File: config.mk
export PLATFORM = sky130hd
export DESIGN_NAME = hp_add_arbiter
export DESIGN_NICKNAME = d
export VERILOG_FILES = /design/src/rtl/hp_fp_pkg.sv /design/src/rtl/hp_adder.sv /design/src/rtl/rr_arbiter.sv /design/src/rtl/hp_add_arbiter.sv
export SDC_FILE = /design/constraint.sdc
export NUM_CORES = 1
export LEC_CHECK = 0
export ABC_AREA = 1
export CORE_ASPECT_RATIO = 0.75
export CORE_MARGIN = 1.5
export CORE_UTILIZATION = 46
export CTS_BUF_LIST = sky130_fd_sc_hd__clkbuf_4
export DETAILED_ROUTE_END_ITERATION = 12
export PLACE_DENSITY = 0.72
export SYNTH_ARGS = -nofsm -noshare
export SYNTH_HDL_FRONTEND = slang
export SYNTH_SLANG_ARGS = --single-unit
export TNS_END_PERCENT = 30
File: constraint.sdc
create_clock -name clk -period 32.1 [get_ports clk]
set_input_delay 3.21 -clock clk [delete_from_list [all_inputs] [get_ports clk]]
set_output_delay 3.21 -clock clk [all_outputs]
set_load 0.01 [all_outputs]
File: src/rtl/hp_fp_pkg.sv
// FP16 field layout, special encodings and exception codes
// shared by the half-precision adder datapath and its arbiter.
package hp_fp_pkg;

  localparam int SIGN_BIT = 15;
  localparam int EXP_HI   = 14;
  localparam int EXP_LO   = 10;
  localparam int MAN_HI   = 9;

  localparam logic [15:0] QNAN = 16'hFFFF;
  localparam logic [15:0] PINF = 16'h7C00;
  localparam logic [15:0] NINF = 16'hFC00;

  localparam logic [1:0] EXC_NONE = 2'b00;
  localparam logic [1:0] EXC_POVF = 2'b01;
  localparam logic [1:0] EXC_NOVF = 2'b10;
  localparam logic [1:0] EXC_NAN  = 2'b11;

  function automatic logic is_nan(input logic [15:0] x);
    return (&x[EXP_HI:EXP_LO]) & (|x[MAN_HI:0]);
  endfunction

  function automatic logic is_inf(input logic [15:0] x);
    return (&x[EXP_HI:EXP_LO]) & ~(|x[MAN_HI:0]);
  endfunction

  // Subnormals share the exponent of the smallest normal.
  function automatic logic [4:0] eff_exp(input logic [15:0] x);
    return (x[EXP_HI:EXP_LO] == 5'd0) ? 5'd1 : x[EXP_HI:EXP_LO];
  endfunction

  // Significand with hidden bit and three guard bits.
  function automatic logic [13:0] sig(input logic [15:0] x);
    return {x[EXP_HI:EXP_LO] != 5'd0, x[MAN_HI:0], 3'b000};
  endfunction

endpackage

File: src/rtl/hp_adder.sv
// Combinational FP16 adder, round-to-nearest-even, saturating
// overflow to signed infinity with an exception code.
module hp_adder
  import hp_fp_pkg::*;
(
  input  logic [15:0] a,
  input  logic [15:0] b,
  output logic [15:0] sum,
  output logic [1:0]  exc
);

  logic [15:0] big, sml;
  logic [4:0]  e_big, e_sml, d;
  logic [13:0] m_big, m_sml, nrm;
  logic [14:0] raw, pk;
  logic [5:0]  e;
  logic        rnd, s_out, nan_c, inf_c;

  always_comb begin
    big   = a;
    sml   = b;
    if (a[14:0] < b[14:0]) begin
      big = b;
      sml = a;
    end
    e_big = eff_exp(big);
    e_sml = eff_exp(sml);
    d     = e_big - e_sml;
    m_big = sig(big);
    m_sml = (d > 5'd13) ? 14'd0 : (sig(sml) >> d);
    if (big[SIGN_BIT] == sml[SIGN_BIT])
      raw = {1'b0, m_big} + {1'b0, m_sml};
    else
      raw = {1'b0, m_big} - {1'b0, m_sml};

    e   = {1'b0, e_big};
    nrm = raw[13:0];
    if (raw[14]) begin
      nrm = raw[14:1];
      e   = e + 6'd1;
    end else begin
      for (int i = 0; i < 13; i++) begin
        if (!nrm[13] && e > 6'd1) begin
          nrm = nrm << 1;
          e   = e - 6'd1;
        end
      end
    end

    // Rounding carry may ripple into the exponent field.
    rnd   = nrm[2] & (nrm[1] | nrm[0] | nrm[3]);
    pk    = {(nrm[13] ? e[4:0] : 5'd0), nrm[12:3]} + {14'd0, rnd};
    s_out = (raw == 15'd0) ? 1'b0 : big[SIGN_BIT];
    sum   = {s_out, pk};
    exc   = EXC_NONE;
    if (e >= 6'd31 || pk[14:10] == 5'd31) begin
      sum = s_out ? NINF : PINF;
      exc = s_out ? EXC_NOVF : EXC_POVF;
    end

    nan_c = is_nan(a) | is_nan(b)
          | (is_inf(a) & is_inf(b) & (a[SIGN_BIT] ^ b[SIGN_BIT]));
    inf_c = !nan_c && (is_inf(a) || is_inf(b));
    unique case (1'b1)
      nan_c: begin
        sum = QNAN;
        exc = EXC_NAN;
      end
      inf_c: begin
        sum = is_inf(a) ? a : b;
        exc = EXC_NONE;
      end
      default: ;
    endcase
  end

endmodule

File: src/rtl/rr_arbiter.sv
// Combinational round-robin grant: first valid index at or
// after ptr, wrapping modulo NUM_REQ.
module rr_arbiter #(
  parameter int NUM_REQ = 4,
  parameter int ID_W    = 2
) (
  input  logic [NUM_REQ-1:0] valid,
  input  logic [ID_W-1:0]    ptr,
  output logic [NUM_REQ-1:0] grant,
  output logic [ID_W-1:0]    gnt_id,
  output logic               any
);

  always_comb begin
    int j;
    logic [ID_W-1:0] idx;
    j      = 0;
    idx    = '0;
    grant  = '0;
    gnt_id = '0;
    any    = 1'b0;
    for (int k = 0; k < NUM_REQ; k++) begin
      j = int'(ptr) + k;
      if (j >= NUM_REQ) j = j - NUM_REQ;
      idx = ID_W'(j);
      if (!any && valid[idx]) begin
        any        = 1'b1;
        grant[idx] = 1'b1;
        gnt_id     = idx;
      end
    end
  end

endmodule

File: src/rtl/hp_add_arbiter.sv
// Round-robin shared FP16 adder: operand stage, result stage,
// tagged response channel and saturating exception counters.
module hp_add_arbiter
  import hp_fp_pkg::*;
#(
  parameter int NUM_REQ = 4,
  parameter int ID_W    = 2,
  parameter int CNT_W   = 16
) (
  input  logic                  clk,
  input  logic                  rst,
  input  logic [NUM_REQ-1:0]    req_valid,
  output logic [NUM_REQ-1:0]    req_ready,
  input  logic [16*NUM_REQ-1:0] req_a,
  input  logic [16*NUM_REQ-1:0] req_b,
  output logic                  rsp_valid,
  input  logic                  rsp_ready,
  output logic [ID_W-1:0]       rsp_id,
  output logic [15:0]           rsp_sum,
  output logic [1:0]            rsp_exc,
  input  logic                  cnt_clr,
  output logic [CNT_W-1:0]      ovf_cnt,
  output logic [CNT_W-1:0]      nan_cnt
);

  logic              s1_valid, s2_valid;
  logic              s1_ready, s2_ready, s2_load, xfer;
  logic [15:0]       s1_a, s1_b, s2_sum, add_sum;
  logic [1:0]        s2_exc, add_exc;
  logic [ID_W-1:0]   s1_id, s2_id, rr_ptr, gnt_id;
  logic [NUM_REQ-1:0] grant;

  assign s2_ready = !s2_valid | rsp_ready;
  assign s1_ready = !s1_valid | s2_ready;
  assign s2_load  = s2_ready & s1_valid;

  rr_arbiter #(
    .NUM_REQ (NUM_REQ),
    .ID_W    (ID_W)
  ) u_arb (
    .valid  (req_valid & {NUM_REQ{s1_ready}}),
    .ptr    (rr_ptr),
    .grant  (grant),
    .gnt_id (gnt_id),
    .any    (xfer)
  );

  hp_adder u_add (
    .a   (s1_a),
    .b   (s1_b),
    .sum (add_sum),
    .exc (add_exc)
  );

  assign req_ready = grant;
  assign rsp_valid = s2_valid;
  assign rsp_id    = s2_id;
  assign rsp_sum   = s2_sum;
  assign rsp_exc   = s2_exc;

  always_ff @(posedge clk) begin
    if (rst) begin
      s1_valid <= 1'b0;
      s1_a     <= '0;
      s1_b     <= '0;
      s1_id    <= '0;
      rr_ptr   <= '0;
    end else if (xfer) begin
      s1_valid <= 1'b1;
      s1_a     <= req_a[16*int'(gnt_id) +: 16];
      s1_b     <= req_b[16*int'(gnt_id) +: 16];
      s1_id    <= gnt_id;
      rr_ptr   <= (gnt_id == ID_W'(NUM_REQ-1)) ? '0
                : gnt_id + ID_W'(1);
    end else if (s2_ready) begin
      s1_valid <= 1'b0;
    end
  end

  always_ff @(posedge clk) begin
    if (rst) begin
      s2_valid <= 1'b0;
      s2_sum   <= '0;
      s2_exc   <= '0;
      s2_id    <= '0;
    end else if (s2_load) begin
      s2_valid <= 1'b1;
      s2_sum   <= add_sum;
      s2_exc   <= add_exc;
      s2_id    <= s1_id;
    end else if (rsp_ready) begin
      s2_valid <= 1'b0;
    end
  end

  // Counted on the S2 load so a stalled result is seen only once.
  always_ff @(posedge clk) begin
    if (rst || cnt_clr) begin
      ovf_cnt <= '0;
      nan_cnt <= '0;
    end else if (s2_load) begin
      if ((add_exc == EXC_POVF || add_exc == EXC_NOVF)
          && ovf_cnt != '1)
        ovf_cnt <= ovf_cnt + CNT_W'(1);
      if (add_exc == EXC_NAN && nan_cnt != '1)
        nan_cnt <= nan_cnt + CNT_W'(1);
    end
  end

endmodule

==> summary.txt, run 1 <==
Global route
  • Met2 Use GR: 0.459
  • Antenna violations before repair: 1
  • GRT overflow: 0
  • First-pass GRT wire length: 64500 um
  • Global routing usage on met3: 0.0516
  • Vias in the first global route: 13100
  • Grt peak-use layer: met2
  • Pin count of the biggest net entering global routing: 67
  • Gr usage total: 0.291
  • GR met1 Demand/Resource: 0.409

Worst setup path
  • RR Startpoint: s1_b[14]
  • CP max FO: 55
  • R2R depth: 118
  • Critical path arrival: 18.61 ns
  • Worst path slowest cell: fa_1
  • CP peak stage delay: 0.63 ns
  • Worst setup SP type: register
  • Worst Path Required: 32.52 ns
  • Critical Path Most Common Cell: nand2_1
  • Internal reg-to-reg setup slack: 13.92 ns
  • CP Class: register to register
  • Critical R2R Capture: nan_cnt[15]
  • CP Capture Type: register

Floorplan
  • Standard-cell rows: 51
  • IO Count: 193
  • Initial Util: 0.466
  • Die height: 143 um
  • Die width: 190 um
  • Die Area: 27200 um^2
  • Total core area: 25800 um^2

Timing
  • Hold slack: 0.478 ns
  • Setup total negative slack: 0 ns
  • Crit share post-route: 0.567
  • Slew at the pin closest to its max-slew limit: 1.10 ns
  • Worst setup margin: 13.92 ns
  • Hold Fails Final Rpt: 0
  • Max-slew headroom: 0.267
  • Max Clk Rate: 55.0 MHz
  • Fin crit period: 18.19 ns
  • Setup violators final: 0
  • Setup Skew: 0.0425 ns
  • Final Slew Violations: 0
  • Unrepaired setup endpoints after global routing: false

Route
  • Via count: 14400
  • Vias/cell: 5.37
  • Routed Antenna Nets: 0
  • Starting DRC count in detailed routing: 1156
  • Final WL: 39900 um
  • Drt drc: 0
  • Drt first pass iters: 6
  • DR WL/cell: 14.8 um

Yosys
  • Synth unique cells: 58
  • Synth Cell Area: 12000 um^2
  • Top_reg_cell synth: dfxtp_1
  • Post-synthesis mux area share: 0.000831
  • Register area share after synthesis: 0.150
  • Average size of a mapped cell: 5.49 um^2
  • Post-synth EDFFs: 0
  • Compound-cell area share of the yosys netlist: 0.228
  • Number of synthesized register bits: 90
  • XOR/XNOR Fraction of Synth Area: 0.0218
  • Synthesized Nets: 2386
  • Adder-cell share of the synthesized area: 0.0573
  • Largest family of logic cells by synthesized area: simple AND/OR/NAND/NOR gates
  • Fraction of registers with async set or reset after synthesis: 0
  • Yosys Warn Count: 0
  • Synth Area in Simple Gates: 0.408
  • Mapped Cells: 2196

Placed design
  • Dpl hpwl: 32600 um
  • RePlAce Congestion: 0.957
  • Port Buffers: 192
  • Post-place setup slack: 14.17 ns

CTS
  • Post_cts resized: 0
  • Hold buffer count at cts: 0
  • Postcts setup bufs: 0
  • Clock transition at path regs: 0.18 ns
  • TritonCTS Buffers: 9
  • CTS tree: done
  • Clock latency on the worst-skew pair: 0.49 ns
  • CTS max path bufs: 2
  • Root Driver: clkbuf_4
  • Htree depth: 3
  • Clock Sinks: 90

Worst hold path
  • Hold Crit Class: register to register
  • Hold Path Sink: rsp_sum[1]
  • Hold Path Depth: 2
  • Hold_sp: rsp_sum[1]

Finish
  • Layout cell share with drive strength beyond 1: 0.0679
  • Nets: 2526
  • Area delta synth->final: 18.5%

Job
  • Max-cap check violation count: 0

Outcome
  • Status: complete, no violations
## registers in the layout, indices dropped and copies added, names as in the netlist, named ones only
register   flops
rr_ptr         1
s1_id          2
nan_cnt       16
ovf_cnt       16
s1_valid       1
s1_b          16
rsp_exc        2
s1_a          16
rsp_valid      1
rsp_sum       16
rsp_id         2
## worst max-delay path by stage
| stage | startpoint | endpoint | slack (ns) | cells past startpoint |
|---|---|---|---|---|
| 2_1_floorplan | s1_b[14] | nan_cnt[15] | 17.51 | 118 |
| 3_3_place_gp | s1_b[14] | nan_cnt[15] | 14.86 | 118 |
| 3_5_place_dp | s1_b[14] | nan_cnt[15] | 14.17 | 119 |
| 4_1_cts | s1_b[14] | nan_cnt[15] | 14.12 | 118 |
| 5_1_grt | s1_b[14] | nan_cnt[15] | 11.94 | 118 |
| 6_report | s1_b[14] | nan_cnt[15] | 13.92 | 118 |
## cells in the mapped netlist, types with 6 or more instances
cell | count | area [um^2]
nand2_4 | 9 | 101
a21oi_1 | 124 | 621
o21ai_1 | 20 | 100
nor2_1 | 182 | 683
nand3_1 | 169 | 846
nor4_1 | 11 | 68.8
xnor2_1 | 6 | 52.6
xor2_1 | 24 | 210
inv_1 | 316 | 1190
a31oi_1 | 13 | 81.3
ha_1 | 52 | 651
nand2_1 | 605 | 2270
nand4_1 | 31 | 194
dfxtp_1 | 90 | 1800
nor3_1 | 21 | 105
clkinv_1 | 7 | 26.3
nand3_2 | 7 | 70.1
clkbuf_1 | 55 | 206
inv_2 | 19 | 71.3
o22ai_1 | 36 | 225
nand2_2 | 49 | 307
nor2_2 | 16 | 100
o21ai_0 | 252 | 1260
nor2_4 | 6 | 67.6
## metrics by stage
step / instances / instance area (um^2) / util
2_1_floorplan: 2196 / 12000 / -
3_3_place_gp: 2669 / 14100 / 0.547
3_5_place_dp: 2669 / 14100 / 0.547
4_1_cts: 2685 / 14300 / 0.552
5_1_grt: 2686 / 14300 / 0.552
6_report: 2686 / 14300 / 0.552
## logic make-up after synthesis
kind of cell | count (synthesis)
multiplexers | 1
AND/OR/NAND/NOR | 1119
AO/OA/AOI/OAI | 490
adder cells (fa/ha/maj) | 54
XOR/XNOR | 30
buffers and inverters | 412
flip-flops | 90
## cells in the final DEF, fill, tap and decap left out, types with 4 or more instances in the layout
cell,netlist,layout
a21oi_1,124,124
a21oi_4,4,4
a31oi_1,13,13
buf_4,3,7
clkbuf_4,0,9
clkdlybuf4s50_1,0,192
clkinv_1,7,7
dfxtp_1,90,90
ha_1,52,52
inv_1,316,316
inv_2,19,19
nand2_1,605,604
nand2_2,49,50
nand2_4,9,9
nand3_1,169,169
nand3_2,7,7
nand4_1,31,31
nor2_1,182,181
nor2_2,16,16
nor2_4,6,7
nor3_1,21,21
nor4_1,11,11
o21a_1,5,5
o21ai_0,252,252
o21ai_1,20,20
o21ai_2,5,5
o21ai_4,5,5
o22ai_1,36,36
or2_2,4,4
xnor2_1,6,6
xor2_1,24,24
## layout make-up
cell class / count / area [um^2]
clock buffers: 9 / 67.6
inverters: 342 / 1280
repair buffers: 199 / 1970
clock inverters: 7 / 76.3
well taps: 344 / 430
fillers: 2634 / 11600
flip-flops and latches: 90 / 1800
diodes: 1 / 2.50
multi-input cells: 1694 / 8640
## critical path, delay by kind of cell (launching register included)
| kind | cells | cell delay [ns] |
|---|---|---|
| fa+ha+maj | 6 | 1.88 |
| buf+inv | 10 | 0.94 |
| compound gates | 16 | 3.44 |
| flops | 1 | 0.38 |
| simple gates | 86 | 11.45 |
## routing by layer
metal  up-vias  routed length [um]
met5         -                   0
met1      6481               19000
met4         0                 561
met3        40                3180
met2       494               17100
li1       7418                   -
Power of run 1 is not shown: default switching activity piles up to over one toggle a cycle in this logic, so the estimate is an artifact.
==> run 2, diff against run 1 <==
--- a/config.mk
+++ b/config.mk
@@ -11,7 +11,7 @@
 export CORE_UTILIZATION = 46
 export CTS_BUF_LIST = sky130_fd_sc_hd__clkbuf_4
 export DETAILED_ROUTE_END_ITERATION = 12
-export PLACE_DENSITY = 0.72
+export PLACE_DENSITY = 0.75
 export SYNTH_ARGS = -nofsm -noshare
 export SYNTH_HDL_FRONTEND = slang
 export SYNTH_SLANG_ARGS = --single-unit
==> constraint.sdc (replaced) <==
create_clock -name clk -period 15 [get_ports clk]
set_input_delay 1.5 -clock clk [delete_from_list [all_inputs] [get_ports clk]]
set_output_delay 1.5 -clock clk [all_outputs]
set_load 0.01 [all_outputs]
==> run 2 against run 1 <==
- design area up 18%
- cell count up 6.6%
- global-route usage up 0.24 points
- highest routed layer unchanged
- first-iteration DRC count up 35%
==> summary.txt, run 2 (synthesized netlist as in run 1, its figures left out) <==
CTS
  • Htree depth: 3 (unchanged)
  • TritonCTS Buffers: 9 (unchanged)
  • Clock latency on the worst-skew pair: 0.48 ns (about the same)
  • Clock transition at path regs: 0.17 ns (about the same)
  • Hold buffer count at cts: 0 (unchanged)
  • CTS tree: done
  • Root Driver: clkbuf_4
  • CTS max path bufs: 2 (unchanged)
  • Clock Sinks: 90 (unchanged)

Worst hold path
  • Hold Path Depth: 2 (unchanged)
  • Hold_sp: nan_cnt[8]
  • Hold Crit Class: register to register
  • Hold Path Sink: nan_cnt[8]

Finish
  • Nets: 2701 (+6.9%)
  • Area delta synth->final: 39.5%
  • FILL cells: 2340 (-11%)
  • Layout cell share with drive strength beyond 1: 0.217 (+0.149)
  • Commonest cells after routing, fill and taps aside: 528 x nand2_1, 303 x inv_1, 243 x o21ai_0, 192 x clkdlybuf4s50_1, 165 x buf_4
  • Most common cell after layout, fill and taps aside: nand2_1
  • Layout Cells excl Fill: 2863 (+6.6%)

Floorplan
  • Standard-cell rows: 51 (unchanged)
  • Die height: 143 um (unchanged)
  • IO Count: 193 (unchanged)
  • Die width: 190 um (unchanged)
  • Die Area: 27200 um^2 (unchanged)
  • Total core area: 25800 um^2 (unchanged)
  • Initial Util: 0.466 (unchanged)

Route
  • Drt drc: 0 (unchanged)
  • DR WL/cell: 15.5 um (+4.3%)
  • Drt first pass iters: 6 (unchanged)
  • Via count: 15500 (+7.7%)
  • Starting DRC count in detailed routing: 1558 (+35%)
  • Final WL: 44300 um (+11%)
  • Routed Antenna Nets: 0 (unchanged)
  • Vias/cell: 5.43 (+1.0%)

Timing
  • Setup Skew: 0.0330 ns (-0.00951 ns)
  • Final Slew Violations: 0 (unchanged)
  • Max-slew headroom: 0.255 (-0.0119)
  • Slew at the pin closest to its max-slew limit: 1.10 ns (+0.00345 ns)
  • Max Clk Rate: 67.3 MHz (+22%)
  • Fin crit period: 14.86 ns (-3.32 ns)
  • Hold Fails Final Rpt: 0 (unchanged)
  • Crit share post-route: 0.991 (+0.424)
  • Unrepaired setup endpoints after global routing: true
  • Setup violators final: 0 (unchanged)

Placed design
  • RePlAce Congestion: 0.983 (+2.8%)
  • Dpl cells: 2741 (+2.7%)
  • Port Buffers: 192 (unchanged)
  • Dpl hpwl: 33400 um (+2.7%)

Worst setup path
  • CP peak stage delay: 0.59 ns (-0.04 ns)
  • Worst path slowest cell: fa_2
  • R2R depth: 113 (-4.2%)
  • CP Class: register to register
  • Internal reg-to-reg setup slack: 0.14 ns (-13.78 ns)
  • CP Capture Type: register
  • Worst Path Required: 15.41 ns (-17.11 ns)
  • Worst setup SP type: register
  • CP max FO: 8 (-85%)
  • Critical Path Most Common Cell: nand2_4
  • Critical R2R Capture: nan_cnt[15]
  • RR Startpoint: s1_b[14]
  • Critical path arrival: 15.27 ns (-3.34 ns)

Global route
  • Pin count of the biggest net entering global routing: 69 (+3.0%)
  • GRT overflow: 0 (unchanged)
  • Antenna violations before repair: 3 (+2)
  • Gr usage total: 0.293 (+0.00239)
  • Vias in the first global route: 12900 (-1.3%)
  • First-pass GRT wire length: 64500 um (about the same)

Job
  • Max-cap check violation count: 0 (unchanged)

Outcome
  • Status: complete, no violations
[run 2: cell types whose count changed in the layout (fill, tap and decap cells not counted), sizes merged]
cell	before	now
buf	7	178
nand2	663	666
clkbuf	9	11
diode	1	3
inv	339	338
[run 2: what timing repair did]
item | in CTS | in global routing
pin swaps | 9 | 159
setup endpoints to repair | 9 | 32
resized for setup | 21 | 289
buffers inserted | 9 | 92
cloned | 0 | 3
[run 2: worst max path at each step]
stage	startpoint	endpoint	depth (start not counted)	slack, ns
final	s1_b[14]	nan_cnt[15]	113	0.14
after global routing	s1_b[14]	ovf_cnt[15]	117	-0.78
after CTS	s1_b[2]	nan_cnt[15]	120	0.01
after detailed placement	s1_b[14]	nan_cnt[15]	112	-0.48
after global placement	s1_b[14]	nan_cnt[15]	114	0.14
after floorplan	s1_b[14]	nan_cnt[15]	118	0.41
[run 2: metrics by stage]
step                      hold slack (ns)  setup slack (ns)  instance area [um^2]  utilization  setup TNS, ns
after floorplan                     0.442             0.414                 12000            -              0
after global placement              0.453             0.135                 14700        0.568              0
after detailed placement            0.457            -0.481                 14700        0.568          -1.90
after CTS                           0.481            0.0133                 15000        0.579              0
after global routing                0.497            -0.778                 16800        0.650          -6.84
final                               0.481             0.139                 16800        0.650              0
[run 2: layout make-up]
type / instances / area, um^2 / area share
diodes: 3 / 7.51 / 0.000447
flip-flops and latches: 90 / 1830 / 0.109
inverters: 342 / 1290 / 0.0767
multi-input cells: 1697 / 9800 / 0.583
well taps: 344 / 430 / 0.0256
repair buffers: 371 / 3330 / 0.198
clock buffers: 10 / 75.1 / 0.00447
clock inverters: 6 / 48.8 / 0.00290
[run 2: routing by layer]
metal  routed length, um  GRT usage
met1               20200      0.418
met3                4100     0.0683
met5                   0          0
met4                 919     0.0714
met2               19100      0.440
[run 2: worst max-delay path, delay by kind of cell, from the launching register on]
| kind | cells | cell delay [ns] |
|---|---|---|
| buf+inv | 13 | 1.07 |
| fa+ha+maj | 6 | 1.67 |
| compound gates | 17 | 2.83 |
| flops | 1 | 0.39 |
| simple gates | 77 | 8.83 |
Power of run 2 is left out for the same reason.
==> run 3, diff against run 2 <==
--- a/config.mk
+++ b/config.mk
@@ -8,10 +8,10 @@
 export ABC_AREA = 1
 export CORE_ASPECT_RATIO = 0.75
 export CORE_MARGIN = 1.5
-export CORE_UTILIZATION = 46
+export CORE_UTILIZATION = 35
 export CTS_BUF_LIST = sky130_fd_sc_hd__clkbuf_4
 export DETAILED_ROUTE_END_ITERATION = 12
-export PLACE_DENSITY = 0.75
+export PLACE_DENSITY = 0.6
 export SYNTH_ARGS = -nofsm -noshare
 export SYNTH_HDL_FRONTEND = slang
 export SYNTH_SLANG_ARGS = --single-unit
==> run 3 against run 2 <==
- via count fell by 1.5%
- global-route usage fell by 6.7 points
- cell count rose by 4.5%
- clock-buffer cell count fell by 1
- die area rose by 31%
- worst hold slack improved by 0.0019 ns
- utilization fell by 13 points
- critical path depth rose by 5
- routed wire length rose by 0.57%
- critical endpoint unchanged
==> summary.txt, run 3 (synthesized netlist as in run 1, its figures left out) <==
Outcome
  • Status: complete, no violations

Floorplan
  • Standard-cell rows: 58 (+14%)
  • Die width: 217 um (+14%)
  • IO Count: 193 (unchanged)
  • Die height: 164 um (+14%)
  • Initial Util: 0.358 (-0.108)
  • Total core area: 33700 um^2 (+30%)
  • Die Area: 35500 um^2 (+31%)

Global route
  • Gr usage total: 0.226 (-0.0668)
  • GRT overflow: 0 (unchanged)
  • Vias in the first global route: 13100 (+1.8%)
  • Antenna violations before repair: 2 (-1)
  • First-pass GRT wire length: 65800 um (+2.0%)
  • Pin count of the biggest net entering global routing: 69 (unchanged)

CTS
  • Clock transition at path regs: 0.19 ns (+0.02 ns)
  • CTS tree: done
  • Clock latency on the worst-skew pair: 0.49 ns (about the same)
  • Htree depth: 3 (unchanged)
  • CTS max path bufs: 2 (unchanged)
  • Hold buffer count at cts: 0 (unchanged)
  • Clock Sinks: 90 (unchanged)
  • Root Driver: clkbuf_4
  • TritonCTS Buffers: 9 (unchanged)

Worst setup path
  • CP Capture Type: register
  • CP max FO: 8 (unchanged)
  • Worst path slowest cell: fa_2
  • CP Class: register to register
  • Worst Path Required: 15.41 ns (about the same)
  • Critical Path Most Common Cell: nand2_4
  • Worst setup SP type: register
  • Critical path arrival: 15.38 ns (+0.11 ns)
  • CP peak stage delay: 0.61 ns (+0.02 ns)

Worst hold path
  • Hold Crit Class: register to register

Timing
  • Setup Skew: 0.0384 ns (+0.00543 ns)
  • Fin crit period: 14.96 ns (+0.104 ns)
  • Max-slew headroom: 0.302 (+0.0469)
  • Slew at the pin closest to its max-slew limit: 1.04 ns (-0.0669 ns)
  • Unrepaired setup endpoints after global routing: true
  • Hold Fails Final Rpt: 0 (unchanged)
  • Final Slew Violations: 0 (unchanged)
  • Setup violators final: 0 (unchanged)
  • Max Clk Rate: 66.8 MHz (-0.70%)
  • Crit share post-route: 0.998 (+0.00694)

Finish
  • Fin area: 17400 um^2 (+3.5%)
  • Final core occ: 0.516 (-0.134)
  • Nets: 2725 (+0.89%)
  • Most common cell after layout, fill and taps aside: nand2_1
  • Area delta synth->final: 44.4%
  • Layout cell share with drive strength beyond 1: 0.241 (+0.0231)
  • Commonest cells after routing, fill and taps aside: 516 x nand2_1, 292 x inv_1, 241 x o21ai_0, 192 x clkdlybuf4s50_1, 185 x buf_4

Route
  • Drt drc: 0 (unchanged)
  • Via count: 15300 (-1.5%)
  • Drt first pass iters: 7 (+1)
  • Routed Antenna Nets: 0 (unchanged)
  • Final WL: 44600 um (+0.57%)
  • Vias/cell: 5.12 (-5.7%)
  • Starting DRC count in detailed routing: 1147 (-26%)
  • DR WL/cell: 14.9 um (-3.8%)

Placed design
  • RePlAce Congestion: 0.911 (-7.4%)
  • Port Buffers: 192 (unchanged)
  • Dpl hpwl: 34000 um (+1.6%)
  • Post-DP Area: 14900 um^2 (+1.4%)

Job
  • Max-cap check violation count: 0 (unchanged)
## run 3: cell count changes in the layout (fill, tap and decap cells not counted), moves of 6 or more
cell,change
buf_4,+20
inv_1,-11
inv_2,+7
nand2_1,-12
nand2_4,+12
nand3_1,-14
nand3_2,+13
o21ai_1,+6
## run 3: path summary, 6_finish.rpt
kind              startpoint  depth (start not counted)  slack (ns)     endpoint
setup / recovery    s1_b[14]                        118        0.04  nan_cnt[15]
hold / removal    rsp_sum[1]                          2        0.48   rsp_sum[1]
setup reg to reg    s1_b[14]                        118        0.04  nan_cnt[15]
hold reg to reg   rsp_sum[1]                          2        0.48   rsp_sum[1]
## run 3: per-stage QoR
stage	TNS, ns	worst slack [ns]	instances	hold WS [ns]
2_1_floorplan	0	0.414	2196	0.442
3_3_place_gp	0	0.0334	2859	0.450
3_5_place_dp	-1.67	-0.415	2859	0.460
4_1_cts	0	0.00784	2880	0.483
5_1_grt	-9.42	-1.03	2992	0.496
6_report	0	0.0352	2992	0.483
## run 3: critical path, delay by kind of cell, from the launching register on
kind,cells,cell delay [ns]
DFF,1,0.39
and+or+nand+nor,76,8.27
buffers and inverters,17,1.41
AOI/OAI and AO/OA,19,3.11
adders and majority gates,6,1.65
## run 3: layer usage
layer / wire (um) / GRT usage / up-vias
met5: 0 / 0 / -
met4: 918 / 0.0556 / 0
met3: 2880 / 0.0331 / 49
met2: 19900 / 0.351 / 514
met1: 20900 / 0.325 / 6928
li1: - / - / 7822
## run 3: area by class of cell
class	instances	area (um^2)
tap	450	563
multi-input combinational	1699	10100
inverter	342	1300
fill	3474	16300
sequential	90	1820
clock inverter	7	72.6
timing repair buffer	393	3500
antenna	2	5.00
clock buffer	9	67.6
## run 3: timing repair
item / CTS / global route
gates resized for setup: 16 / 366
setup buffers: 4 / 106
cloned: 1 / 4
pin swaps: 4 / 151
setup endpoints to repair: 9 / 34
endpoints found under the hold margin: 0 / 0
Power of run 3 is left out for the same reason.
